## src/rtl/ipc_tokenizer.sv

```systemverilog
// Splits a valid/ready ASCII byte stream into whitespace/comma-delimited tokens for the IPC dispatcher.
// Optional build macro TOKENIZER_LOWERCASE_EN folds A-Z to lowercase before storage.
module ipc_tokenizer #(
    parameter int TOKEN_WIDTH = 256
) (
    input  logic                   clk,
    input  logic                   resetn,
    input  logic [7:0]             RX_DATA,
    input  logic                   RX_VALID,
    output logic                   RX_READY,
    output logic [TOKEN_WIDTH-1:0] TOKEN,
    output logic                   TOKEN_EOL,
    output logic                   START,
    input  logic                   IDLE,
    output logic                   OVERFLOW
);

    localparam int MAX_CHARS = TOKEN_WIDTH / 8;
    localparam int LEN_W     = $clog2(MAX_CHARS + 1);
    localparam logic [LEN_W-1:0] MAX_LEN = LEN_W'(MAX_CHARS);

    typedef enum logic [1:0] {
        S_SKIP  = 2'd0,
        S_ACCUM = 2'd1,
        S_ISSUE = 2'd2,
        S_WAIT  = 2'd3
    } state_t;

    state_t                 state_q;
    logic [TOKEN_WIDTH-1:0] token_q;
    logic                   eol_q;
    logic                   start_q;
    logic                   ovf_pulse_q;
    logic [LEN_W-1:0]       len_q;
    logic                   ovf_q;

    logic                   rx_fire;
    logic                   rx_delim;
    logic                   rx_eol;
    logic [7:0]             rx_char;
    logic [TOKEN_WIDTH+7:0] token_cat;
    logic [TOKEN_WIDTH-1:0] token_shift_d;
    logic [TOKEN_WIDTH-1:0] token_first_d;

    function automatic logic is_delim(input logic [7:0] b);
        return (b == 8'h20) || (b == 8'h09) || (b == 8'h2C) ||
               (b == 8'h0D) || (b == 8'h0A);
    endfunction

    function automatic logic is_eol(input logic [7:0] b);
        return (b == 8'h0D) || (b == 8'h0A);
    endfunction

`ifdef TOKENIZER_LOWERCASE_EN
    function automatic logic [7:0] fold_case(input logic [7:0] b);
        return ((b >= 8'h41) && (b <= 8'h5A)) ? (b + 8'h20) : b;
    endfunction

    assign rx_char = fold_case(RX_DATA);
`else
    assign rx_char = RX_DATA;
`endif

    // Delimiter classification always looks at the raw byte, never the folded one.
    assign rx_delim = is_delim(RX_DATA);
    assign rx_eol   = is_eol(RX_DATA);

    assign RX_READY = (state_q == S_SKIP) || (state_q == S_ACCUM);
    assign rx_fire  = RX_VALID && RX_READY;

    // Concatenate-then-truncate keeps the shift legal even for an 8-bit token.
    assign token_cat     = {token_q, rx_char};
    assign token_shift_d = token_cat[TOKEN_WIDTH-1:0];
    assign token_first_d = TOKEN_WIDTH'(rx_char);

    always_ff @(posedge clk) begin
        if (!resetn) begin
            state_q     <= S_SKIP;
            token_q     <= '0;
            eol_q       <= 1'b0;
            start_q     <= 1'b0;
            ovf_pulse_q <= 1'b0;
            len_q       <= '0;
            ovf_q       <= 1'b0;
        end else begin
            ovf_pulse_q <= 1'b0;
            case (state_q)
                S_SKIP: begin
                    if (rx_fire && !rx_delim) begin
                        token_q <= token_first_d;
                        len_q   <= LEN_W'(1);
                        ovf_q   <= 1'b0;
                        state_q <= S_ACCUM;
                    end
                end
                S_ACCUM: begin
                    if (rx_fire) begin
                        if (rx_delim) begin
                            if (ovf_q) begin
                                ovf_pulse_q <= 1'b1;
                                state_q     <= S_SKIP;
                            end else begin
                                eol_q   <= rx_eol;
                                state_q <= S_ISSUE;
                            end
                        end else if (len_q < MAX_LEN) begin
                            token_q <= token_shift_d;
                            len_q   <= len_q + LEN_W'(1);
                        end else begin
                            ovf_q <= 1'b1;
                        end
                    end
                end
                S_ISSUE: begin
                    if (IDLE) begin
                        start_q <= 1'b1;
                        state_q <= S_WAIT;
                    end
                end
                S_WAIT: begin
                    // IDLE may still reflect the pre-START dispatcher state while START is high.
                    start_q <= 1'b0;
                    if (!start_q && IDLE) begin
                        state_q <= S_SKIP;
                    end
                end
                default: begin
                    state_q <= S_SKIP;
                end
            endcase
        end
    end

    assign TOKEN     = token_q;
    assign TOKEN_EOL = eol_q;
    assign START     = start_q;
    assign OVERFLOW  = ovf_pulse_q;

endmodule

```

## config.mk

```make
export PLATFORM = sky130hd
export DESIGN_NAME = ipc_tokenizer
export DESIGN_NICKNAME = d
export VERILOG_FILES = /design/src/rtl/ipc_tokenizer.sv
export SDC_FILE = /design/constraint.sdc
export NUM_CORES = 1
export LEC_CHECK = 0
export CORE_ASPECT_RATIO = 1.2
export CORE_MARGIN = 4
export CORE_UTILIZATION = 40
export CTS_CLUSTER_SIZE = 12
export DETAILED_ROUTE_END_ITERATION = 12
export PLACE_DENSITY = 0.66
export SETUP_SLACK_MARGIN = 0.15
export SYNTH_ARGS = -nofsm -noshare
export SYNTH_HDL_FRONTEND = slang
export SYNTH_SLANG_ARGS = --single-unit
```

## constraint.sdc

```tcl
create_clock -name clk -period 2.15 [get_ports clk]
set_input_delay 0.3225 -clock clk [delete_from_list [all_inputs] [get_ports clk]]
set_output_delay 0.3225 -clock clk [all_outputs]
set_load 0.01 [all_outputs]
```

After elaboration in Yosys (flattened, before gate mapping) --
Cells that the tools add are included. W data, S select, Z words.
Word-level totals: latch bits 0, RAM bits 0, register bits 268, memories 0, output and inout bits 260, bits of input ports 12, logic and storage cells 71, bits in read-only memories 0
Operators by class: divide/modulo/power cells 0, $add $sub $neg 1, multiply operators 0, reductions and logical operators 20, order comparisons 1, muxes and demuxes 25, bitwise logic cells 1, equality and inequality tests 16, shift-type cells 0
Operators by type and width (count):
- $mux W256 | 4
- $pmux W256 S2 | 1
- $eq A8 B4 Y1 const B | 3
- $mux W6 | 4
- $eq A8 B6 Y1 const B | 2
- $reduce_and A5 Y1 | 3
- $mux W2 | 6
- $ne A2 B2 Y1 const B | 6
- $pmux W6 S2 | 1
- $pmux W2 S4 | 1
- $reduce_and A4 Y1 | 2
- $add A6 B1 Y6 const B | 1
- $logic_or A1 B1 Y1 | 6
- $lt A6 B6 Y1 const B | 1
- $mux W1 | 6
- $eq A2 B2 Y1 const B | 2
- $ne A2 B1 Y1 const B | 2
- $pmux W1 S2 | 2
- $reduce_bool A2 Y1 | 2
- $logic_and A1 B1 Y1 | 3
- $eq A2 B1 Y1 const B | 1
- $logic_not A1 Y1 | 2
- $logic_not A2 Y1 | 1
- $reduce_and A2 Y1 | 1
- $not A1 Y1 | 1

Logic depth before layout (Yosys ltp) --
depth after elaboration 9, gate-level depth with buffers 9, gate-level depth less buffers 5

Worst setup path after synthesis --
OpenSTA, ideal clock, no wires.
path kind input to register, start input RX_DATA[4], end register token_q[100] (netlist: TOKEN[100]), cell stages on the path 8, path buffers 3, library setup time 0.115 ns, path slack 0.502 ns, arrival 1.533 ns, data required time 2.035 ns, path through nor3_2 -> o2111ai_4 -> and3_1 -> buf_4 -> buf_6 -> buf_4 -> nand2_1 -> a21oi_2
Between the ends: word-level cells in the longest chain between the ends 9, elaborated cells on any way between the ends 14, those cells by class 7 x eq/ne; 7 x reduce/logical
Ends and longest elaborated chain:
- start, declared | line 8 | input logic [7:0] RX_DATA,
- $eq A8 B6 Y1 / $eq A8 B4 Y1 (equally long branches) | line 46 | return (b == 8'h20) || (b == 8'h09) || (b == 8'h2C) ||
- $logic_or A1 B1 Y1 (3 in a row) | line 46
- $logic_or A1 B1 Y1 * | line 47 | (b == 8'h0D) || (b == 8'h0A);
- $logic_not A1 Y1 | line 89 | if (rx_fire && !rx_delim) begin
- $logic_and A1 B1 Y1 | line 89
- $ne A2 B1 Y1 (no line)
- $reduce_and A5 Y1 (no line) *
- end signal, assigned | line 90 | token_q <= token_first_d;
- end signal, assigned | line 107 | token_q <= token_shift_d;
- end, declared | line 30 | logic [TOKEN_WIDTH-1:0] token_q;
Mark *: on every way between the ends. The rest lies on a longest branch, timed or not. A chain may end at the register's enable or synchronous reset.

Worst setup path after layout --
start register eol_q (netlist: TOKEN_EOL), end output TOKEN_EOL
RTL lines:
- start, declared | line 31 | logic eol_q;
- start signal, assigned | line 103 | eol_q <= rx_eol;
- end, declared | line 12 | output logic TOKEN_EOL,
No word-level cell between the ends.

==> reports/metrics.yaml <==
grt_max_degree: 73
wl_met3_um: 1810
finalSetupViolCount: 0
synth-seq-cells: 268
leakagePower_nw: 4.50
synth_warnings: 0
drtAntennaViolNets: 0
clock_skew_ns: 0.0147
grt-ovfl-total: 0
start_util: 0.411
syn_area_sq_um: 9950
async_flop_share: 0
wl_met1_um: 12200
area_delta_synth_final_pct: 43.6
setup.worst_path.class: "reg2out"
hold_viol: 0
clockBufferDepth: 3
grt_first_pass_wirelength_um: 46100
report.final.slew_viol_count: 0
clk-insertion-delay-late_ns: 0.53
path_clk_slew_ns: 0.06
die_w_um: 152
yosysTopAreaCell: "dfxtp_1"
ys_types: 36
synth_area_leaders: "dfxtp_1, nand2_1, a21oi_2, a21oi_1, buf_2"
io_pins: 272
grtUsageTotal: 0.197
syn_nets: 1199
cp_slowest_stage_delay_ns: 0.64
dp_cells: 1751
wl_met2_um: 13500
final_cells: 1799
vias_per_cell: 4.84
synthFlopType: "dfxtp_1"
rows: 62
hpwl_um: 19800
io_buffers: 271
cpLargestDelayFamily: "buffers and inverters"
cts_sinks: 268
die_y_um: 181
drc: 0
drt_pass1_iterations: 5
cts_tree: "built"
drt_iter0_drc: 359
wire_per_inst_um: 15.6
coreArea_sq_um: 24200
fin_crit_sh: 0.856
cts_max_level: 1
synth-seq-area-share: 0.539
crit_arrival_ns: 1.52
finalSetupTns_ns: 0
cp_slowest_cell: "clkdlybuf4s50_1"
cts-buffers-inserted: 28
cp_cell_sequence: "clkdlybuf4s50_1"
place_ws_ns: -0.201
tightest_slew_ns: 0.429
worst_slack_ns: 0.309
nets: 1474
path_max_fanout: 3
min_path_type: "in2reg"
synth_top_area_frac: 0.539
syn_avg_cell_area_sq_um: 8.39
grt_pass1_vias: 8676
cts_root_buffer: "clkbuf_16"
rsz0062_at_grt: "false"
end_kind: "primary output"
n_antenna_cell: 0
status: "completed"
dr_total_vias: 8715
hold_buffers: 0
place_congestion: 0.791
cellPowerDensity_nw_per_um2: 718
worstPathRequired_ns: 1.83
place_area_sq_um: 13400
fin_area_sq_um: 14300
topRoutingLayerUsed: "met4"
start_kind: "flop"
path_buf_inv: 1
postSynthCellCount: 1186
maxCapViolations: 0
ir_drop_mv: 0.592
finalWirelength_um: 28000
max_freq_ghz: 0.543
drive_gt1_frac: 0.141
min_period_ns: 1.84
dieArea_sq_um: 27500
grt_antenna_before_repair: 0
power.total_w: 0.0103
synth_edf_count: 0
slew_headroom: 0.710
cell families after synthesis:
logic type	count (synthesis)	share of synthesized area
AND/OR/NAND/NOR	548	0.215
adder cells (fa/ha/maj)	1	0.00126
flip-flops	268	0.539
buffers and inverters	91	0.0590
AO/OA/AOI/OAI	276	0.183
XOR/XNOR	2	0.00176
worst paths after layout:
check        cells past startpoint  slack [ns]          to       start
min                              3        0.40    TOKEN[7]  RX_DATA[7]
max                              1        0.31   TOKEN_EOL   TOKEN_EOL
min reg2reg                      2        0.45    OVERFLOW       ovf_q
max reg2reg                      5        0.40  TOKEN[134]  state_q[0]
final cells by class:
cell class / count / area, sq um
well taps: 320 / 400
inverters: 3 / 11.3
clock inverters: 4 / 45.0
repair buffers: 333 / 3630
fillers: 2173 / 9920
clock buffers: 44 / 822
flip-flops and latches: 268 / 5370
multi-input cells: 827 / 4020
placed cells by master (no fill, tap or decap), drive strengths merged, types with 2 or more instances in the layout:
cell type      Yosys  routed
dfxtp            268     268
nor2b              3       3
or3                2       2
inv                3       3
nor2               8       8
o21ai              4       4
clkdlybuf4s50      0     270
nand4              2       2
nand2            519     519
xnor2              2       2
and2               2       2
buf               84      62
a31oi              3       3
a21oi            256     256
clkbuf             4      44
clkinv             0       3
nor3               2       2
a21boi             9       9
nand3              4       4
metrics by stage:
step            util  hold slack (ns)
6_report       0.590            0.405
5_1_grt        0.590            0.418
4_1_cts        0.590            0.388
3_5_place_dp   0.555            0.447
3_3_place_gp   0.555            0.444
2_1_floorplan      -            0.439
repair_timing:
item,in CTS,in global routing
setup endpoints to repair,1,0
setup buffers,0,0
endpoints found under the hold margin,0,0
gates resized for setup,1,0
registers in the layout, summed over array words and instances, names as in the netlist, named ones only:
register,flops
OVERFLOW,1
START,1
TOKEN,256
TOKEN_EOL,1
len_q,6
ovf_q,1
state_q,1
synthesized netlist by cell type, types with 3 or more instances:
cell        n
a21boi_0    9
a21oi_1   155
a21oi_2   101
a31oi_1     3
buf_1       3
buf_2      52
buf_4      10
buf_6      19
clkbuf_1    4
dfxtp_1   268
inv_1       3
nand2_1   518
nand3_1     3
nor2_1      8
nor2b_1     3
o21ai_0     4
worst register-to-register path, cell delays in order (launching register included):
cell     delay [ns]
dfxtp_1        0.43
a21oi_2        0.31
and3_4         0.29
buf_12         0.26
nand2_1        0.20
a21oi_1        0.17
metal layers:
| layer | global-route usage | vias up |
|---|---|---|
| met5 | 0 | - |
| met4 | 0.0453 | 0 |
| met3 | 0.0505 | 38 |
| met2 | 0.338 | 219 |
| met1 | 0.249 | 4084 |
| li1 | - | 4374 |
where the power goes:
group          internal (W)  switching, W  leakage (nW)  total, W
clock network       0.00272       0.00189         0.425   0.00461
logic              0.000262      0.000386          1.91  0.000648
registers           0.00498     0.0000184          2.16   0.00500
Power figures use the tool's default switching activity.
